--- config.mk ---
export PLATFORM = sky130hd
export DESIGN_NAME = neighbor_reader
export DESIGN_NICKNAME = d
export VERILOG_FILES = /design/src/rtl/neighbor_reader.sv
export SDC_FILE = /design/constraint.sdc
export NUM_CORES = 1
export LEC_CHECK = 0
export BUFFER_PORTS_ARGS = -buffer_cell sky130_fd_sc_hd__buf_2
export CAP_MARGIN = 20
export CORE_AREA = 4 4 103 105
export DETAILED_ROUTE_END_ITERATION = 8
export DIE_AREA = 0 0 107 109
export PLACE_DENSITY = 0.75
export SLEW_MARGIN = 20
export SYNTH_ARGS = -nofsm -noshare
export SYNTH_HDL_FRONTEND = slang
export SYNTH_SLANG_ARGS = --single-unit
export TNS_END_PERCENT = 20
--- constraint.sdc ---
create_clock -name clk -period 4.9 [get_ports clk]
set_clock_uncertainty 0.1 [all_clocks]
set_input_delay 0.49 -clock clk [delete_from_list [all_inputs] [get_ports clk]]
set_output_delay 0.49 -clock clk [all_outputs]
set_load 0.005 [all_outputs]
--- src/rtl/neighbor_reader.sv ---
// Neighbour-list reader: looks up a vertex's adjacency list in a synchronous-read RAM
// and streams the neighbours out one beat at a time over a valid/ready handshake.
module neighbor_reader #(
  parameter int MAX_NEIGHBOR_COUNT = 10,
  parameter int ADDR_WIDTH         = 9
) (
  input  logic                  clk,
  input  logic                  rst_n,
  input  logic [31:0]           vertex_count,
  input  logic                  req_valid,
  output logic                  req_ready,
  input  logic [31:0]           req_vertex,
  output logic                  out_valid,
  input  logic                  out_ready,
  output logic [31:0]           out_neighbor,
  output logic                  out_last,
  output logic                  out_empty,
  output logic                  out_err,
  output logic [3:0]            out_count,
  output logic                  RAM_NBR_EN,
  output logic [ADDR_WIDTH-1:0] RAM_NBR_A,
  output logic [3:0]            RAM_NBR_WE,
  output logic [31:0]           RAM_NBR_Di,
  input  logic [31:0]           RAM_NBR_Do,
  output logic                  busy
);

  typedef enum logic [2:0] {
    S_IDLE,
    S_CNT_WAIT,
    S_CNT_CAP,
    S_NBR_WAIT,
    S_NBR_CAP,
    S_OUT
  } state_t;

  state_t                r_state;
  logic                  r_req_ready;
  logic                  r_busy;
  logic                  r_ram_en;
  logic [ADDR_WIDTH-1:0] r_ram_a;
  logic [3:0]            r_count;
  logic [3:0]            r_idx;
  logic                  r_empty;
  logic                  r_err;
  logic                  r_out_valid;
  logic [31:0]           r_out_neighbor;
  logic                  r_out_last;
  logic                  r_out_empty;
  logic                  r_out_err;
  logic [3:0]            r_out_count;

  logic                  w_bad;
  logic [ADDR_WIDTH-1:0] w_vm1;
  logic [ADDR_WIDTH-1:0] w_base;
  logic [3:0]            w_cnt_raw;
  logic [3:0]            w_cnt_clamped;

  assign w_bad         = (req_vertex == 32'd0) || (req_vertex > vertex_count);
  assign w_vm1         = req_vertex[ADDR_WIDTH-1:0] - ADDR_WIDTH'(1);
  assign w_base        = w_vm1 * ADDR_WIDTH'(MAX_NEIGHBOR_COUNT);
  assign w_cnt_raw     = RAM_NBR_Do[3:0];
  assign w_cnt_clamped = (32'(w_cnt_raw) > 32'(MAX_NEIGHBOR_COUNT)) ?
                         4'(MAX_NEIGHBOR_COUNT) : w_cnt_raw;

  always_ff @(posedge clk or negedge rst_n) begin
    if (!rst_n) begin
      r_state        <= S_IDLE;
      r_req_ready    <= 1'b0;
      r_busy         <= 1'b0;
      r_ram_en       <= 1'b0;
      r_ram_a        <= '0;
      r_count        <= '0;
      r_idx          <= '0;
      r_empty        <= 1'b0;
      r_err          <= 1'b0;
      r_out_valid    <= 1'b0;
      r_out_neighbor <= '0;
      r_out_last     <= 1'b0;
      r_out_empty    <= 1'b0;
      r_out_err      <= 1'b0;
      r_out_count    <= '0;
    end else begin
      r_ram_en <= 1'b0;
      case (r_state)
        S_IDLE: begin
          r_req_ready <= 1'b1;
          if (req_valid && r_req_ready) begin
            r_req_ready <= 1'b0;
            r_busy      <= 1'b1;
            r_empty     <= 1'b0;
            r_err       <= w_bad;
            // Bad vertices skip the RAM and reuse NBR_CAP to present the error beat.
            if (w_bad) begin
              r_state <= S_NBR_CAP;
            end else begin
              r_ram_a  <= w_base;
              r_ram_en <= 1'b1;
              r_state  <= S_CNT_WAIT;
            end
          end
        end
        S_CNT_WAIT: r_state <= S_CNT_CAP;
        S_CNT_CAP: begin
          r_count <= w_cnt_clamped;
          r_idx   <= '0;
          // An empty list still walks NBR_WAIT/NBR_CAP so every valid lookup has equal latency.
          if (w_cnt_clamped == 4'd0) begin
            r_empty <= 1'b1;
          end else begin
            r_ram_a  <= r_ram_a + ADDR_WIDTH'(1);
            r_ram_en <= 1'b1;
          end
          r_state <= S_NBR_WAIT;
        end
        S_NBR_WAIT: r_state <= S_NBR_CAP;
        S_NBR_CAP: begin
          r_out_valid <= 1'b1;
          r_out_err   <= r_err;
          if (r_err || r_empty) begin
            r_out_neighbor <= '0;
            r_out_last     <= 1'b1;
            r_out_empty    <= r_empty;
            r_out_count    <= '0;
          end else begin
            r_out_neighbor <= RAM_NBR_Do;
            r_out_last     <= (r_idx == r_count - 4'd1);
            r_out_empty    <= 1'b0;
            r_out_count    <= r_count;
          end
          r_state <= S_OUT;
        end
        S_OUT: begin
          if (out_ready) begin
            r_out_valid <= 1'b0;
            if (r_out_last) begin
              r_busy      <= 1'b0;
              r_req_ready <= 1'b1;
              r_state     <= S_IDLE;
            end else begin
              r_idx    <= r_idx + 4'd1;
              r_ram_a  <= r_ram_a + ADDR_WIDTH'(1);
              r_ram_en <= 1'b1;
              r_state  <= S_NBR_WAIT;
            end
          end
        end
        default: r_state <= S_IDLE;
      endcase
    end
  end

  assign req_ready    = r_req_ready;
  assign busy         = r_busy;
  assign out_valid    = r_out_valid;
  assign out_neighbor = r_out_neighbor;
  assign out_last     = r_out_last;
  assign out_empty    = r_out_empty;
  assign out_err      = r_out_err;
  assign out_count    = r_out_count;
  assign RAM_NBR_EN   = r_ram_en;
  assign RAM_NBR_A    = r_ram_a;
  assign RAM_NBR_WE   = '0;
  assign RAM_NBR_Di   = '0;

endmodule

==> results of run 1 <==
[critical path, stage by stage]
cell and delay [ns]:
buf_2 0.13, nor2_1 0.16, nor4b_1 0.56, xor2_1 0.14
ha_1 0.33, ha_1 0.33, a21o_1 0.20, a21oi_1 0.17
xnor2_1 0.16, xnor2_1 0.15, a21oi_1 0.08, o22ai_1 0.17
[cells in the mapped netlist (2+ instances only)]
cell type / n / share of area (%)
nor2b_1: 4 / 0.58
xor2_1: 9 / 1.8
or3_1: 4 / 0.58
nand4_1: 10 / 1.5
nor3_4: 2 / 0.76
xnor2_1: 7 / 1.4
a21o_1: 3 / 0.52
o22ai_1: 6 / 0.87
mux2i_1: 2 / 0.47
nor2_1: 25 / 2.2
dfrtp_1: 65 / 38
a21oi_1: 30 / 3.5
ha_1: 46 / 13
nor3_1: 7 / 0.82
a211oi_1: 4 / 0.70
nand3_1: 12 / 1.4
nand2_1: 31 / 2.7
a2111o_1: 2 / 0.52
inv_1: 43 / 3.8
a31oi_1: 4 / 0.58
a22o_1: 37 / 7.5
clkbuf_1: 13 / 1.1
nor4_1: 9 / 1.3
nor4b_1: 2 / 0.41
o32a_2: 2 / 0.52
buf_4: 36 / 6.3
o21ai_0: 16 / 1.9
nor3_2: 2 / 0.47
[power groups by stage]
stage	clock network, uW	registers (uW)	logic [uW]
2_1_floorplan	0	860	626
3_3_place_gp	0	882	902
3_5_place_dp	0	893	925
4_1_cts	458	882	934
5_1_grt	486	911	1040
6_report	446	881	923
[per-stage QoR]
stage               hold WS (ns)  worst slack, ns  cells  total power, uW
floorplan                0.09441            2.115    489             1486
global placement          0.3585            1.844    726             1785
detailed placement        0.3761            1.673    726             1819
CTS                       0.2542            1.997    742             2273
global route              0.2497            1.807    742             2434
finish                    0.2221            1.968    742             2250
[metal layers]
layer  global-route usage [%]  vias up  part of all wire, %
met5                        0        -                    0
met4                    7.306        0                  1.7
met3                    4.026       15                  8.6
met2                    31.07      157                   48
met1                    22.15     1801                   42
li1                         -     1854                    -
[sequential cells by signal (all words and copies together), names as in the netlist]
register and cells:
r_state 3, out_err 1, req_ready 1, out_neighbor 32
r_err 1, out_last 1, RAM_NBR_EN 1, r_idx 4
RAM_NBR_A 9, out_valid 1, r_empty 1, out_empty 1
r_count 4, out_count 4, busy 1
[how the worst max path moves through the flow]
stage / start / to / slack (ns) / cells after the start
4_1_cts: req_vertex[2] / RAM_NBR_A[8] / 2.00 / 12
6_report: req_vertex[2] / RAM_NBR_A[8] / 1.97 / 12
5_1_grt: req_vertex[2] / RAM_NBR_A[8] / 1.81 / 12
2_1_floorplan: vertex_count[30] / RAM_NBR_A[1] / 2.11 / 8
3_3_place_gp: vertex_count[30] / RAM_NBR_A[1] / 1.84 / 9
3_5_place_dp: req_vertex[2] / RAM_NBR_A[8] / 1.67 / 12
[cell type report]
cell class	count	share of cell area, %
flip-flops and latches	65	30.98
clock buffers	10	2.431
clock inverters	6	1.311
well taps	133	3.170
multi-input cells	331	44.21
inverters	43	3.074
repair buffers	154	14.82
[logic make-up (layout without fill, tap and decap cells)]
family	after synthesis	count (layout)	share of synthesized area, %
AND/OR/NAND/NOR	116	116	14.19
AO/OA/AOI/OAI	112	112	18.35
buffers and inverters	93	213	11.30
flip-flops	65	65	37.87
adder cells (fa/ha/maj)	47	47	13.87
XOR/XNOR	16	16	3.263
multiplexers	4	4	1.078
other	1	36	0.08730
==> results.md, run 1 <==
- The flow ran to the end, and the final reports show no timing, DRC or antenna violations.
- Pin placement for this block handled 188 I/O pins.
- The maximum achievable frequency is 341.1 MHz.
- For this run, the share of the core covered by cells in the final layout is 54.47%.
- The net switching power is between 800 and 900 uW.
- The total of max-cap violations is 0.
- Routability-driven placement finished with a final weighted congestion of 0.8925.
- The internal portion of the total power is around 1400 uW.
- The number of buffers inserted by hold repair at cts is 0.
- The initialized floorplan defines 36 standard-cell rows.
- Across the VDD grid, the largest voltage drop is 0.1631 mV.
- Power spread over the standard cell area amounts to 428.6 nW/um^2.
- Across all layers, the routed design uses ~3800 vias.
- The accumulated negative setup slack is 0 ns.
- The unique cell type count in the Yosys netlist is 49.
- The number of failing hold endpoints at the final stage came to 0.
- The count of nets left with antenna violations once routing finished came out at 0.
- The estimated wirelength of the detail-placed design is around 8500 um.
- Dividing the synthesized area by the synthesized cell count gives roughly 9.5 um^2.
- The largest fanout on the critical path is 5.
- The overall die width is approximately 110 um.
- After detailed routing, the number of remaining DRC violations is 0.
- The worst setup path is launched from an input pin.
- Leaving out fill and tap cells, the most frequent cells in the layout are buf_2 (151), dfrtp_1 (65), ha_1 (46), inv_1 (43), a22o_1 (37).
- The via count of the first global-routing pass is approximately 3800.
- The share of the cycle needed by the critical path after routing is around three fifths.
- After synthesis the netlist holds a flip-flop and latch count of 65.
- The root buffer selected by CTS is clkbuf_8.
- Yosys mapped a number of flops with a built-in enable equal to 0.
- Using the TritonRoute via totals, the vias-per-cell ratio works out to just over 5.
- Setup repair after global routing left no endpoint under its margin.
- The internal reg-to-reg setup slack is 2.26 ns.
- In this run the static leakage power is around 0.0028 uW.
- The worst reg-to-reg path cell count is 5.
- The final number of max-transition violations came to 0.
- Per report_power, the combinational group accounts for 41.0% of the total.
- The instance area at placement is between 5000 and 6000 um^2.
- In the final routed layout, each cell accounts on average for 14.35 um.
- The number of filler instances in the final layout is around 940.
- After floorplanning, the core was sized to cover 9639 um^2.
- The number of buffers added for setup after CTS is 0.
- After clock tree synthesis, the clock-pin slew on the worst setup and hold paths is around 0.07 ns.
- The most common cell after layout, fill and taps aside is buf_2.
- The worst-case clock buffer depth is 2.
- The switching share of power is 38.22%.
- The worst hold path belongs to the class in2async.
- Of all flip-flops after synthesis, the portion carrying an async set or reset was between 90% and 100%.
- The total of endpoints with negative setup slack in the final report is 0.
- The multi-input combinational cells in the finished layout cover a total of ~2300 um^2.
- The required time of the critical path is around 5.1 ns.
- The starting density of the core is about 45%.
- The global-route total usage across every layer is about 18%.
- After global routing the overflow that remains totals 0.
- Summing every instance area after synthesis gives between 4000 and 5000 um^2.
- Clock latency on the worst-skew pair, taken at its later pin, is 0.33 ns.
- Measured against its own limit, the worst slew margin works out to between 30% and 40%.
- The time the worst path needs with I/O delays and setup is 2.932 ns.
- The total wire length is roughly 11000 um.
- In this run the vertical extent of the chip is between 100 and 150 um.
- Synthesis produced a netlist whose cell count is between 400 and 500.
- Clock tree synthesis found a total of 65 sinks.
- The layout-stage area growth over the synthesis result is 22.23%.
- TritonCTS built the clock tree.
- STA classifies the critical path endpoint as a register.
- The worst register-to-register path ends at RAM_NBR_A[1].
- In the final layout, the share of cells above drive strength 1 is around 30%.
- The detailed router's first-iteration violation count is around 200.
- The data arrival time of the critical path is between 3 and 4 ns.
- The startpoint identified for the worst register-to-register timing path is r_state[0].
- The critical path is of the in2reg type.
- Before antenna repair, the detailed router went through 4 iterations.
- The TritonCTS buffer count is 9.
- The flip-flop cell with the highest count after synthesis is dfrtp_1.
- The first global-routing pass estimated around 17000 um of wire.
- The actual slew at the worst max-slew pin is 0.9041 ns.
- For this run, the register share of the synthesized area comes to a little under two fifths.
- The repair_antennas step left the layout with diodes totalling 0.
- The H-tree generated during clock tree synthesis spans 3 levels.
- The summed area of non-filler cells in the final layout is 5250 um^2.
- The fraction of power consumed by the clock network is approximately 20%.
- The total of warnings raised by yosys is 0.
- The number of buffer cells added on primary ports is roughly 150.
- The net count of the finished layout is between 700 and 800.
- The initial antenna violation count is 0.
- The die covers approximately 12000 um^2.
- The register cell area after layout is around 1600 um^2.
- Entering global routing, the biggest net connects 66 pins.
- Once the clock tree was built, the resizer swapped 0 gates to a different size.
- Registers are responsible for between 30% and 40% of the overall power.
(Power assumes the default switching activity.)
==> run 2, diff against run 1 <==
Settings changed: CORE_AREA 4 4 103 105 to 4 4 104 106, DIE_AREA 0 0 107 109 to 0 0 108 110, PLACE_DENSITY 0.75 to 0.77.
Clock period 4.9 ns to 2.35 ns, I/O delays scaled along.
==> run 2 against run 1 <==
Final cell count is 8.0% higher. First-iteration DRC count is 22% higher. Worst setup slack worse by 1.9 ns. Non-clock buffer count is 59 higher.
==> results.md, run 2 (synthesis results as in run 1) <==
- The flow ran to the end, and the final reports show no timing, DRC or antenna violations.
- The buffer and inverter count on the worst path is 3 (+2).
- Setup repair after global routing could not meet its margin everywhere.
- The number of buffer cells added on primary ports is 151 (unchanged).
- Among cell families on the critical path, the largest total delay comes from compound AO/OA/AOI/OAI gates.
- The critical path starts at req_vertex[1].
- The insertion delay to the later sink of the worst-skew pair is 0.34 ns (about the same).
- The TritonCTS buffer count is 9 (unchanged).
- The final net count is 810 (+7.9%).
- In the finished design, the share of the clock period the worst path needs comes to 96.41%.
- The actual slew at the worst max-slew pin came to 0.8162 ns (-0.08789 ns).
- The worst min-delay path class is in2reg.
- The layout-stage area growth over the synthesis result is 39.59%.
- Walking the worst path, the cells encountered are buf_8 -> buf_4 -> ha_1 -> nor2b_1 -> o211ai_1 -> a2111o_1 -> a311oi_4 -> nor3_4 -> buf_4 -> o32a_2.
- The number of failing hold endpoints at the final stage is 0 (unchanged).
- The number of flip-flops under the largest register name is 32 (unchanged).
- The total of endpoints with negative setup slack in the final report is 0 (unchanged).
- The critical register-to-register path endpoint is RAM_NBR_A[7].
- The total global routing overflow is 0 (unchanged).
- The via count of the first global-routing pass is 4048 (+6.2%).
- The data arrival time of the critical path is 2.38 ns (-0.71 ns).
- The total of max-cap violations came to 0 (unchanged).
- The clock sink total was 65 (unchanged).
- The largest fanout on the critical path was 8 (+3).
- The pin count of the biggest net entering global routing is 66 (unchanged).
- The core area came to 9774 um^2 (+1.4%).
- The total wire length was 11760 um (+10%).
- The worst-case clock buffer depth is 2 (unchanged).
- TritonCTS built the clock tree.
- The critical-path cell with the highest stage delay is a2111o_1.
- The overall die height is 110 um (+0.92%).
- The share of the core filled with cells in the final layout came to 61.34% (+6.9 points).
- The largest stage delay on the critical path is 0.41 ns (-0.15 ns).
- The remaining antenna violation count after routing came to 0 (unchanged).
- The post-route total power is 5302 uW (+140%).
- The nature of the critical path startpoint is an input pin.
- The initial antenna violation count is 0 (unchanged).
- The largest voltage drop on the vdd net is 0.3782 mV (+130%).
- The critical path depth is 10 (-2).
- The die area came to 11880 um^2 (+1.9%).
- The worst-case headroom to the max-slew limit was 45.59% (+6.1 points).
- The leakage power of the design is 0.003163 uW (+12%).
- The global-route total usage across every layer is 19.30% (+1.2 points).
- The internal reg-to-reg setup slack is 0.16 ns (-2.10 ns).
- The number of rows in the core area is 36 (unchanged).
- The routed wirelength normalized by instance count is 14.68 um (+2.3%).
- The number of top-level pins is 188 (unchanged).
- The worst reg-to-reg path cell count was 6 (+1).
- The H-tree depth is 3 (unchanged).
- The number of inserted diodes is 0 (unchanged).
- The share of cells above drive strength 1 is 39.07% (+9.2 points).
- The required time of the critical path is 2.47 ns (-2.59 ns).
- The number of vias in the routed layout is 4066 (+6.2%).
- The register clock-pin slew on the reported worst setup and hold paths is 0.07 ns (about the same).
- The final number of max-transition violations is 0 (unchanged).
- Following the worst setup path forward leads to its endpoint at RAM_NBR_A[3].
- STA classifies the critical path endpoint as a register.
- The critical path is of the in2reg type.
- The average via count per standard cell was 5.076 (-1.6%).
- The time the worst path needs with I/O delays and setup is between 2 and 2.5 ns.
- The overall die width is 108 um (+0.93%).
- The global-route wire length before repair was 18370 um (+6.8%).
- The accumulated negative setup slack is 0 ns (unchanged).
- The startpoint of the worst register-to-register path is r_state[1].
- Leaving out fill and tap cells, the most frequent cells in the layout are buf_2 (148), dfrtp_1 (65), buf_4 (57), ha_1 (39), a22o_1 (37).
- The detailed router's first-iteration violation count is 248 (+22%).
- The root buffer selected by CTS is clkbuf_8.
- The estimated wirelength of the detail-placed design is 9380 um (+11%).
- In this design, the critical path's most frequently occurring cell is buf_4.
- The maximum achievable frequency is between 400 and 500 MHz.
- The starting density of the core is 43.95% (-0.62 points).
- The count of TritonRoute iterations in the first routing pass is 5 (+1).
- The total power per unit cell area is 884.3 nW/um^2 (+110%).
- Leaving out fill and tap cells, the most frequent cell in the layout is buf_2.
- The remaining routing DRC violations came to 0 (unchanged).
- The weighted congestion reported at the end of routability-driven placement is 0.8720 (-2.3%).
run 2: cell count changes in the layout (fill, tap and decap cells not counted), moves of 5 or more:
cell / before / now
buf_4: 3 / 57
dlygate4sd3_1: 0 / 5
ha_1: 46 / 39
ha_4: 0 / 7
inv_1: 43 / 36
inv_2: 0 / 7
run 2: final cells by class:
class,instances,area [um^2]
Fill cell,853,3779
Multi-Input combinational cell,331,2501
Sequential cell,65,1627
Timing Repair Buffer,213,1265
Tap cell,133,166.4
Inverter,43,161.4
Clock buffer,10,137.6
Clock inverter,6,137.6
run 2: worst min path at each step:
| stage | slack (ns) | cells past startpoint | endpoint | start |
|---|---|---|---|---|
| after floorplan | -0.16 | 0 | RAM_NBR_A[0] | rst_n |
| after global placement | 0.35 | 2 | out_neighbor[27] | rst_n |
| after detailed placement | 0.36 | 2 | out_neighbor[28] | rst_n |
| after CTS | 0.001 | 2 | out_neighbor[30] | RAM_NBR_Do[30] |
| after global routing | 0.005 | 2 | out_neighbor[8] | RAM_NBR_Do[8] |
| final | 0.02 | 2 | out_neighbor[20] | RAM_NBR_Do[20] |
run 2: power breakdown:
group / total [uW] / switching, uW / internal [uW]
combinational: 2170 / 1090 / 1080
clock: 1270 / 428 / 846
sequential: 1850 / 353 / 1500
run 2: worst reg2reg max path: cells and delay by family (launching register included):
| kind | cells | cell delay (ns) |
|---|---|---|
| buffers and inverters | 1 | 0.16 |
| flip-flops | 1 | 0.51 |
| AND/OR/NAND/NOR | 3 | 0.92 |
| AO/OA/AOI/OAI | 2 | 0.38 |
run 2: metrics by stage:
step                setup slack (ns)  hold WS [ns]  area [um^2]  cells
floorplan                   -0.09898       -0.1606         4496    489
global placement             -0.3139        0.3471         5525    778
detailed placement           -0.3821        0.3572         5525    778
CTS                         0.006530      0.001197         5889    799
global route                -0.02022      0.004526         5996    801
finish                       0.08434       0.01911         5996    801
run 2: repair_timing:
action | 4_1_cts | 5_1_grt
hold endpoints to repair | 57 | 0
setup buffers | 0 | 2
setup endpoints to repair | 1 | 2
resized for setup | 5 | 20
hold buffers | 5 | 0
pin swaps | 2 | 12
run 2: layer usage:
layer	track usage, %	routed length, um	vias up
met4	6.312	140	0
met2	35.52	5925	181
met1	22.51	4674	1896
met3	3.902	1016	11
met5	0	0	-
li1	-	-	1978
